File: config.mk
export PLATFORM = sky130hd
export DESIGN_NAME = spi_master_param
export DESIGN_NICKNAME = d
export VERILOG_FILES = /design/src/rtl/spi_master_param.sv
export SDC_FILE = /design/constraint.sdc
export NUM_CORES = 1
export LEC_CHECK = 0
export CORE_ASPECT_RATIO = 1.75
export CORE_UTILIZATION = 30
export CTS_CLUSTER_DIAMETER = 200
export DETAILED_ROUTE_END_ITERATION = 16
export DONT_BUFFER_PORTS = 1
export GPL_TIMING_DRIVEN = 0
export PLACE_DENSITY_LB_ADDON = 0.15
export SLEW_MARGIN = 25
export SYNTH_ARGS = -nofsm -noshare
export SYNTH_HDL_FRONTEND = slang
export SYNTH_SLANG_ARGS = --single-unit
File: constraint.sdc
create_clock -name clk -period 2.38 [get_ports clk]
set_input_delay 0.476 -clock clk [delete_from_list [all_inputs] [get_ports clk]]
set_output_delay 0.476 -clock clk [all_outputs]
set_load 0.02 [all_outputs]
File: src/rtl/spi_master_param.sv
// spi_master_param: SPI master with configurable word width, runtime CPOL/CPHA/bit order,
// programmable SCLK divider and decoded active-low chip selects.
//
// state    | meaning
// ---------+---------------------------------------------------------------
// ST_IDLE  | waiting for start; SCLK at latched idle level, all CS high
// ST_LEAD  | CS asserted, SCLK idle for one half period (setup)
// ST_XFER  | SCLK toggling every half period, 2*DATA_W edges
// ST_TRAIL | SCLK idle, CS still asserted for one half period (hold)
module spi_master_param #(
  parameter int DATA_W = 8,
  parameter int NUM_CS = 1,
  parameter int DIV_W  = 8,
  localparam int CS_W  = (NUM_CS > 1) ? $clog2(NUM_CS) : 1
) (
  input  logic              clk,
  input  logic              rst,
  input  logic              start,
  input  logic              cpol,
  input  logic              cpha,
  input  logic              lsb_first,
  input  logic [DIV_W-1:0]  clk_div,
  input  logic [CS_W-1:0]   cs_sel,
  input  logic [DATA_W-1:0] tx_data,
  input  logic              spi_miso,
  output logic [DATA_W-1:0] rx_data,
  output logic              busy,
  output logic              done,
  output logic              spi_sclk,
  output logic              spi_mosi,
  output logic [NUM_CS-1:0] spi_cs_n
);

  localparam int EDGE_W = $clog2(2 * DATA_W + 1);
  localparam logic [EDGE_W-1:0] LAST_EDGE  = EDGE_W'(2 * DATA_W);
  localparam logic [EDGE_W-1:0] FIRST_EDGE = EDGE_W'(1);

  typedef enum logic [1:0] {
    ST_IDLE,
    ST_LEAD,
    ST_XFER,
    ST_TRAIL
  } state_t;

  state_t              state_q, state_d;
  logic [DIV_W-1:0]    div_cnt_q, div_cnt_d;
  logic [DIV_W-1:0]    div_q, div_d;
  logic [EDGE_W-1:0]   edge_cnt_q, edge_cnt_d;
  logic [DATA_W-1:0]   tx_sh_q, tx_sh_d;
  logic [DATA_W-1:0]   rx_sh_q, rx_sh_d;
  logic [DATA_W-1:0]   rx_data_q, rx_data_d;
  logic                cpol_q, cpol_d;
  logic                cpha_q, cpha_d;
  logic                lsb_q, lsb_d;
  logic                sclk_q, sclk_d;
  logic                mosi_q, mosi_d;
  logic [NUM_CS-1:0]   cs_n_q, cs_n_d;
  logic                busy_q, busy_d;
  logic                done_q, done_d;

  logic [EDGE_W-1:0]   edge_num;
  logic                sample_edge;
  logic                advance_edge;
  logic [NUM_CS-1:0]   cs_dec;

  always_ff @(posedge clk or posedge rst) begin
    if (rst) begin
      state_q    <= ST_IDLE;
      div_cnt_q  <= '0;
      div_q      <= '0;
      edge_cnt_q <= '0;
      tx_sh_q    <= '0;
      rx_sh_q    <= '0;
      rx_data_q  <= '0;
      cpol_q     <= 1'b0;
      cpha_q     <= 1'b0;
      lsb_q      <= 1'b0;
      sclk_q     <= 1'b0;
      mosi_q     <= 1'b0;
      cs_n_q     <= '1;
      busy_q     <= 1'b0;
      done_q     <= 1'b0;
    end else begin
      state_q    <= state_d;
      div_cnt_q  <= div_cnt_d;
      div_q      <= div_d;
      edge_cnt_q <= edge_cnt_d;
      tx_sh_q    <= tx_sh_d;
      rx_sh_q    <= rx_sh_d;
      rx_data_q  <= rx_data_d;
      cpol_q     <= cpol_d;
      cpha_q     <= cpha_d;
      lsb_q      <= lsb_d;
      sclk_q     <= sclk_d;
      mosi_q     <= mosi_d;
      cs_n_q     <= cs_n_d;
      busy_q     <= busy_d;
      done_q     <= done_d;
    end
  end

  always_comb begin
    state_d    = state_q;
    div_cnt_d  = div_cnt_q;
    div_d      = div_q;
    edge_cnt_d = edge_cnt_q;
    tx_sh_d    = tx_sh_q;
    rx_sh_d    = rx_sh_q;
    rx_data_d  = rx_data_q;
    cpol_d     = cpol_q;
    cpha_d     = cpha_q;
    lsb_d      = lsb_q;
    sclk_d     = sclk_q;
    mosi_d     = mosi_q;
    cs_n_d     = cs_n_q;
    busy_d     = busy_q;
    done_d     = 1'b0;

    edge_num = edge_cnt_q + FIRST_EDGE;
    // Odd edges are leading edges; CPHA picks which parity samples MISO.
    sample_edge  = cpha_q ? ~edge_num[0] : edge_num[0];
    // The first bit is already on MOSI at accept, so neither mode shifts before it is sampled.
    advance_edge = cpha_q ? (edge_num[0] && (edge_num != FIRST_EDGE))
                          : (~edge_num[0] && (edge_num != LAST_EDGE));

    cs_dec = '1;
    for (int i = 0; i < NUM_CS; i++) begin
      if (cs_sel == CS_W'(i)) cs_dec[i] = 1'b0;
    end

    case (state_q)
      ST_IDLE: begin
        sclk_d = cpol_q;
        if (start) begin
          cpol_d     = cpol;
          cpha_d     = cpha;
          lsb_d      = lsb_first;
          div_d      = clk_div;
          div_cnt_d  = clk_div;
          edge_cnt_d = '0;
          tx_sh_d    = tx_data;
          rx_sh_d    = '0;
          sclk_d     = cpol;
          mosi_d     = lsb_first ? tx_data[0] : tx_data[DATA_W-1];
          cs_n_d     = cs_dec;
          busy_d     = 1'b1;
          state_d    = ST_LEAD;
        end
      end

      ST_LEAD: begin
        if (div_cnt_q == '0) begin
          div_cnt_d = div_q;
          state_d   = ST_XFER;
        end else begin
          div_cnt_d = div_cnt_q - 1'b1;
        end
      end

      ST_XFER: begin
        if (div_cnt_q == '0) begin
          div_cnt_d  = div_q;
          sclk_d     = ~sclk_q;
          edge_cnt_d = edge_num;
          if (sample_edge) begin
            rx_sh_d = lsb_q ? {spi_miso, rx_sh_q[DATA_W-1:1]}
                            : {rx_sh_q[DATA_W-2:0], spi_miso};
          end
          if (advance_edge) begin
            tx_sh_d = lsb_q ? (tx_sh_q >> 1) : (tx_sh_q << 1);
            mosi_d  = lsb_q ? tx_sh_q[1] : tx_sh_q[DATA_W-2];
          end
          if (edge_num == LAST_EDGE) state_d = ST_TRAIL;
        end else begin
          div_cnt_d = div_cnt_q - 1'b1;
        end
      end

      ST_TRAIL: begin
        if (div_cnt_q == '0) begin
          cs_n_d    = '1;
          busy_d    = 1'b0;
          done_d    = 1'b1;
          rx_data_d = rx_sh_q;
          state_d   = ST_IDLE;
        end else begin
          div_cnt_d = div_cnt_q - 1'b1;
        end
      end

      default: begin
        state_d = ST_IDLE;
      end
    endcase
  end

  assign rx_data  = rx_data_q;
  assign busy     = busy_q;
  assign done     = done_q;
  assign spi_sclk = sclk_q;
  assign spi_mosi = mosi_q;
  assign spi_cs_n = cs_n_q;

endmodule

; ---- Word level (Yosys, flattened, before mapping)
; Index checks and enable logic that the tools add are counted.
[word_totals]
ff_bits = 55
in_bits = 24
out_inout_bits = 13
[classes]
addsub = 2
n_eq_ne = 14
muxes = 43
n_bitwise = 2
reduce_logical = 16
[ops]
columns = cell, count
row1 = 2-to-1 mux 8 bit, 11
row2 = case mux 8 bit (2 select lines), 2
row3 = case mux 8 bit (3 select lines), 1
row4 = 2-to-1 mux 1 bit, 16
row5 = "!= test 2 bit, second input constant", 8
row6 = 2-to-1 mux 2 bit, 5
row7 = 2-to-1 mux 5 bit, 2
row8 = case mux 5 bit (2 select lines), 1
row9 = logical NOT 8 bit, 1
row10 = case mux 1 bit (2 select lines), 4
row11 = case mux 2 bit (4 select lines), 1
row12 = AND reduction 2 bit, 4
row13 = AND reduction 4 bit, 2
row14 = "subtractor 8 x 1 -> 8 bit, second input constant", 1
row15 = AND reduction 3 bit, 2
row16 = "adder 5 x 1 -> 5 bit, second input constant", 1
row17 = "equality test 5 bit, second input constant", 1
row18 = "!= test 5 x 1 -> 1 bit, second input constant", 1
row19 = "!= test 5 bit, second input constant", 1
row20 = AND reduction 5 bit, 1
row21 = "equality test 2 bit, second input constant", 2
row22 = nonzero test 2 bit, 2
row23 = "equality test 2 x 1 -> 1 bit, second input constant", 1
row24 = logical AND 1 bit, 2
row25 = 3 further kinds, 4

; ---- Logic depth before layout (Yosys ltp)
[logic_depth]
depth_word = 7
mapped_depth = 9

; ---- Worst setup path after synthesis
; OpenSTA, ideal clock, no wires.
[synth_path]
path_type = flip-flop to flip-flop
from = register div_cnt_q[0]
to = register rx_sh_q[0]
setup_ps = 125
t_arrival_ps = 2031
path_slack_ps = 224
stages_incl_launch_ff = 9
n_path_buf = 1
cell_sequence = dfrtp_1 > inv_1 > ha_1 > or4b_1 > buf_6 > nor2_8 > nand2_2 > a21oi_4 > mux2_2
[synth_between]
elab_chain_cells = 3
[synth_lines]
columns = element, line
row1 = "start, declared", 46  ; logic [DIV_W-1:0] div_cnt_q, div_cnt_d;
row2 = "start signal, assigned", 85  ; div_cnt_q <= div_cnt_d;
row3 = logical NOT 8 bit, 161  ; if (div_cnt_q == '0) begin
row4 = != test 2 bit (no line), n/a
row5 = AND reduction 4 bit (no line), n/a
row6 = "end signal, assigned", 89  ; rx_sh_q <= rx_sh_d;
row7 = "end, declared", 50  ; logic [DATA_W-1:0] rx_sh_q, rx_sh_d;
; Every way passes these cells.
; A chain may end at the register's enable or synchronous reset.

; ---- Final worst setup path
[layout_path]
from = register div_cnt_q[0]
to = register rx_sh_q[4]
; The elaborated chain is that of the path after synthesis.

==> results.json <==
{
  "outcome": "complete, no violations",
  "area_delta_synth_final_pct": 15.6,
  "cp-end-kind": "flop",
  "ys_types": 50,
  "grt_usage_pct": 15.6,
  "netlist_instances": 309,
  "total_power_mw": 4.89,
  "synth-main-ff-cell": "dfrtp_1",
  "cts_tree": "built",
  "drive_gt1_share_pct": 22.5,
  "viasPerCell": 5.44,
  "die_y_um": 138,
  "initial_core_util_pct": 30.9,
  "grt_pass1_vias": 2425,
  "wl_um": 8230,
  "clockBufferDepth": 2,
  "setup_viol": 0,
  "dieArea_mm2": 0.0110,
  "powerDensity_mw_per_mm2": 1340,
  "layout_commonest_cell": "dfrtp_1",
  "finalCritPeriodShare_pct": 98.1,
  "clockRootBuffer": "clkbuf_16",
  "synth_area_per_cell_um2": 10.2,
  "cp_slowest_cell": "or4b_1",
  "die_w_um": 79.6,
  "cts_hold_buf": 0,
  "nNetsFinal": 354,
  "design_area_mm2": 0.00365,
  "dp_hpwl_um": 5880,
  "design.core.area_mm2": 0.0102,
  "grt_remaining_overflow": 0,
  "leakage_nw": 1.50,
  "worstSetupPathType": "flop to flop",
  "cts_buffers": 5,
  "startpoint_type": "flop",
  "drcViolationCount": 0,
  "cts.sinks": 55,
  "dp_slack_ns": -0.337,
  "ir_drop_uv": 527,
  "grt_pass1_wl_um": 13100,
  "insertion_delay_ns": 0.30,
  "final_cell_mix": "dfrtp_1, mux2_2, o21ai_0",
  "setup_ws_ns": 0.0444,
  "skew_ns": 0.00642,
  "syn_area_mm2": 0.00316,
  "placed_area_mm2": 0.00334,
  "async_flop_share_pct": 100,
  "worstPathCellList": "inv_1 -> ha_4 -> or4b_1 -> buf_6 -> nor2_8 -> nand2_2 -> a21oi_4 -> buf_12 -> mux2_2",
  "rows": 49,
  "initialDrtViolationCount": 85,
  "htreeDepth": 2,
  "port-buffer-count": 0,
  "tightest_slew_ns": 0.704,
  "yosys_warnings": 0,
  "maxCapViolCount": 0,
  "max_freq_ghz": 0.428,
  "hold_ws_ns": 0.0167,
  "drv_slew": 0,
  "arrival_ns": 2.52,
  "wl_per_cell_um": 18.3,
  "ioPinCount": 37,
  "ys_seq_area_share_pct": 43.6,
  "antenna_found_initial": 0,
  "maxSlewHeadroom_pct": 53.1,
  "min_period_ns": 2.34,
  "synth_edf_count": 0,
  "synthesis.nets": 340,
  "grt_max_degree": 32,
  "vias": 2453,
  "drtPass1Iterations": 4,
  "diodes": 0,
  "hold_viol_final": 0,
  "cp.required_ns": 2.57,
  "ant_nets": 0,
  "finalSetupTns_ns": 0,
  "min_path_type": "input pin to async pin",
  "path_clk_slew_ns": 0.08,
  "yosys_register_bits": 55,
  "critPathMaxFanout": 8,
  "crit_path_max_incr_delay_ns": 0.45,
  "finalWeightedCongestion": 0.812
}
[critical path: cells and delay by family (launching register included)]
kind | cells | cell delay, ns
simple gates | 3 | 0.70
fa+ha+maj | 1 | 0.17
mux | 1 | 0.33
buf+inv | 3 | 0.42
flops | 1 | 0.44
compound gates | 1 | 0.15
[cell families after synthesis]
logic type      count (synthesis)  synth area share [%]
mux                            45                  15.4
fa+ha+maj                       7                  2.77
simple gates                   80                  15.1
flops                          55                  43.6
compound gates                 86                  17.7
buf+inv                        31                  4.00
xor+xnor                        5                  1.39
[Yosys cell counts, types with 2 or more instances]
| library cell | instances | area (um^2) |
|---|---|---|
| a22o_1 | 2 | 17.5 |
| or2_2 | 2 | 12.5 |
| nor3_1 | 3 | 15.0 |
| dfrtp_1 | 54 | 1350 |
| xor2_1 | 2 | 17.5 |
| and4b_1 | 2 | 20.0 |
| a31oi_1 | 3 | 18.8 |
| o31ai_1 | 4 | 30.0 |
| mux2_2 | 30 | 338 |
| a32o_1 | 4 | 40.0 |
| and3_1 | 2 | 12.5 |
| xnor2_1 | 3 | 26.3 |
| nand2_2 | 2 | 12.5 |
| nand2b_1 | 8 | 50.1 |
| ha_1 | 7 | 87.6 |
| nand4_1 | 9 | 56.3 |
| inv_1 | 12 | 45.0 |
| mux2i_1 | 15 | 150 |
| nor2b_1 | 16 | 100 |
| buf_1 | 3 | 11.3 |
| a211oi_1 | 7 | 52.6 |
| buf_2 | 2 | 10.0 |
| nand3_1 | 9 | 45.0 |
| a21oi_1 | 20 | 100 |
| clkbuf_1 | 12 | 45.0 |
| o22ai_1 | 11 | 68.8 |
| a221o_1 | 3 | 30.0 |
| o21ai_0 | 23 | 115 |
| nor2_1 | 6 | 22.5 |
| nand2_1 | 13 | 48.8 |
[timing repair]
item | in CTS | in global routing
cloned | 0 | 1
setup buffers | 2 | 5
pin swaps | 4 | 2
endpoints found under the setup margin | 30 | 37
gates resized for setup | 5 | 20
[final cells by class]
| class | count | area [um^2] |
|---|---|---|
| Clock buffer | 6 | 129 |
| Timing Repair Buffer | 8 | 97.6 |
| Inverter | 13 | 52.6 |
| Multi-Input combinational cell | 224 | 1740 |
| Clock inverter | 2 | 16.3 |
| Fill cell | 1031 | 6590 |
| Tap cell | 127 | 159 |
| Sequential cell | 55 | 1380 |
| Buffer | 16 | 76.3 |
[state kept, by name (all words and copies together), names as in the netlist, 2 cells and up]
signal,flops
div_cnt_q,8
edge_cnt_q,5
tx_sh_q,8
rx_sh_q,8
rx_data,8
div_q,8
state_q,2
[final timing paths]
kind,cells after the start,to,from,slack (ns)
min in group clk,1,cpha_q$_DFFE_PP0P_,cpha,0.32
max in group asynchronous,2,spi_cs_n$_DFFE_PP1P_,rst,1.81
max reg2reg,9,rx_sh_q[4]$_DFFE_PP0P_,div_cnt_q[0]$_DFFE_PP0P_,0.04
min,1,div_q[4]$_DFFE_PP0P_,rst,0.02
min reg2reg,1,div_q[3]$_DFFE_PP0P_,div_q[3]$_DFFE_PP0P_,0.51
max,9,rx_sh_q[4]$_DFFE_PP0P_,div_cnt_q[0]$_DFFE_PP0P_,0.04
[power by group]
| group | total (mW) | switching (mW) | internal, mW |
|---|---|---|---|
| clock network | 0.767 | 0.371 | 0.396 |
| logic | 2.47 | 1.34 | 1.13 |
| registers | 1.65 | 0.373 | 1.27 |
[layer usage]
layer | GRT usage [%] | up-vias | wire length, um
li1 | - | 1179 | -
met1 | 17.8 | 1218 | 3360
met3 | 2.98 | 12 | 251
met2 | 28.6 | 44 | 4470
met5 | 0 | - | 0
met4 | 5.25 | 0 | 152
[stage by stage]
step / cells / util [%]
floorplan: 309 / -
global placement: 436 / 32.4
detailed placement: 437 / 32.6
CTS: 446 / 34.6
global route: 451 / 35.7
finish: 451 / 35.7
Note: power is estimated with default switching activity, not from simulation.
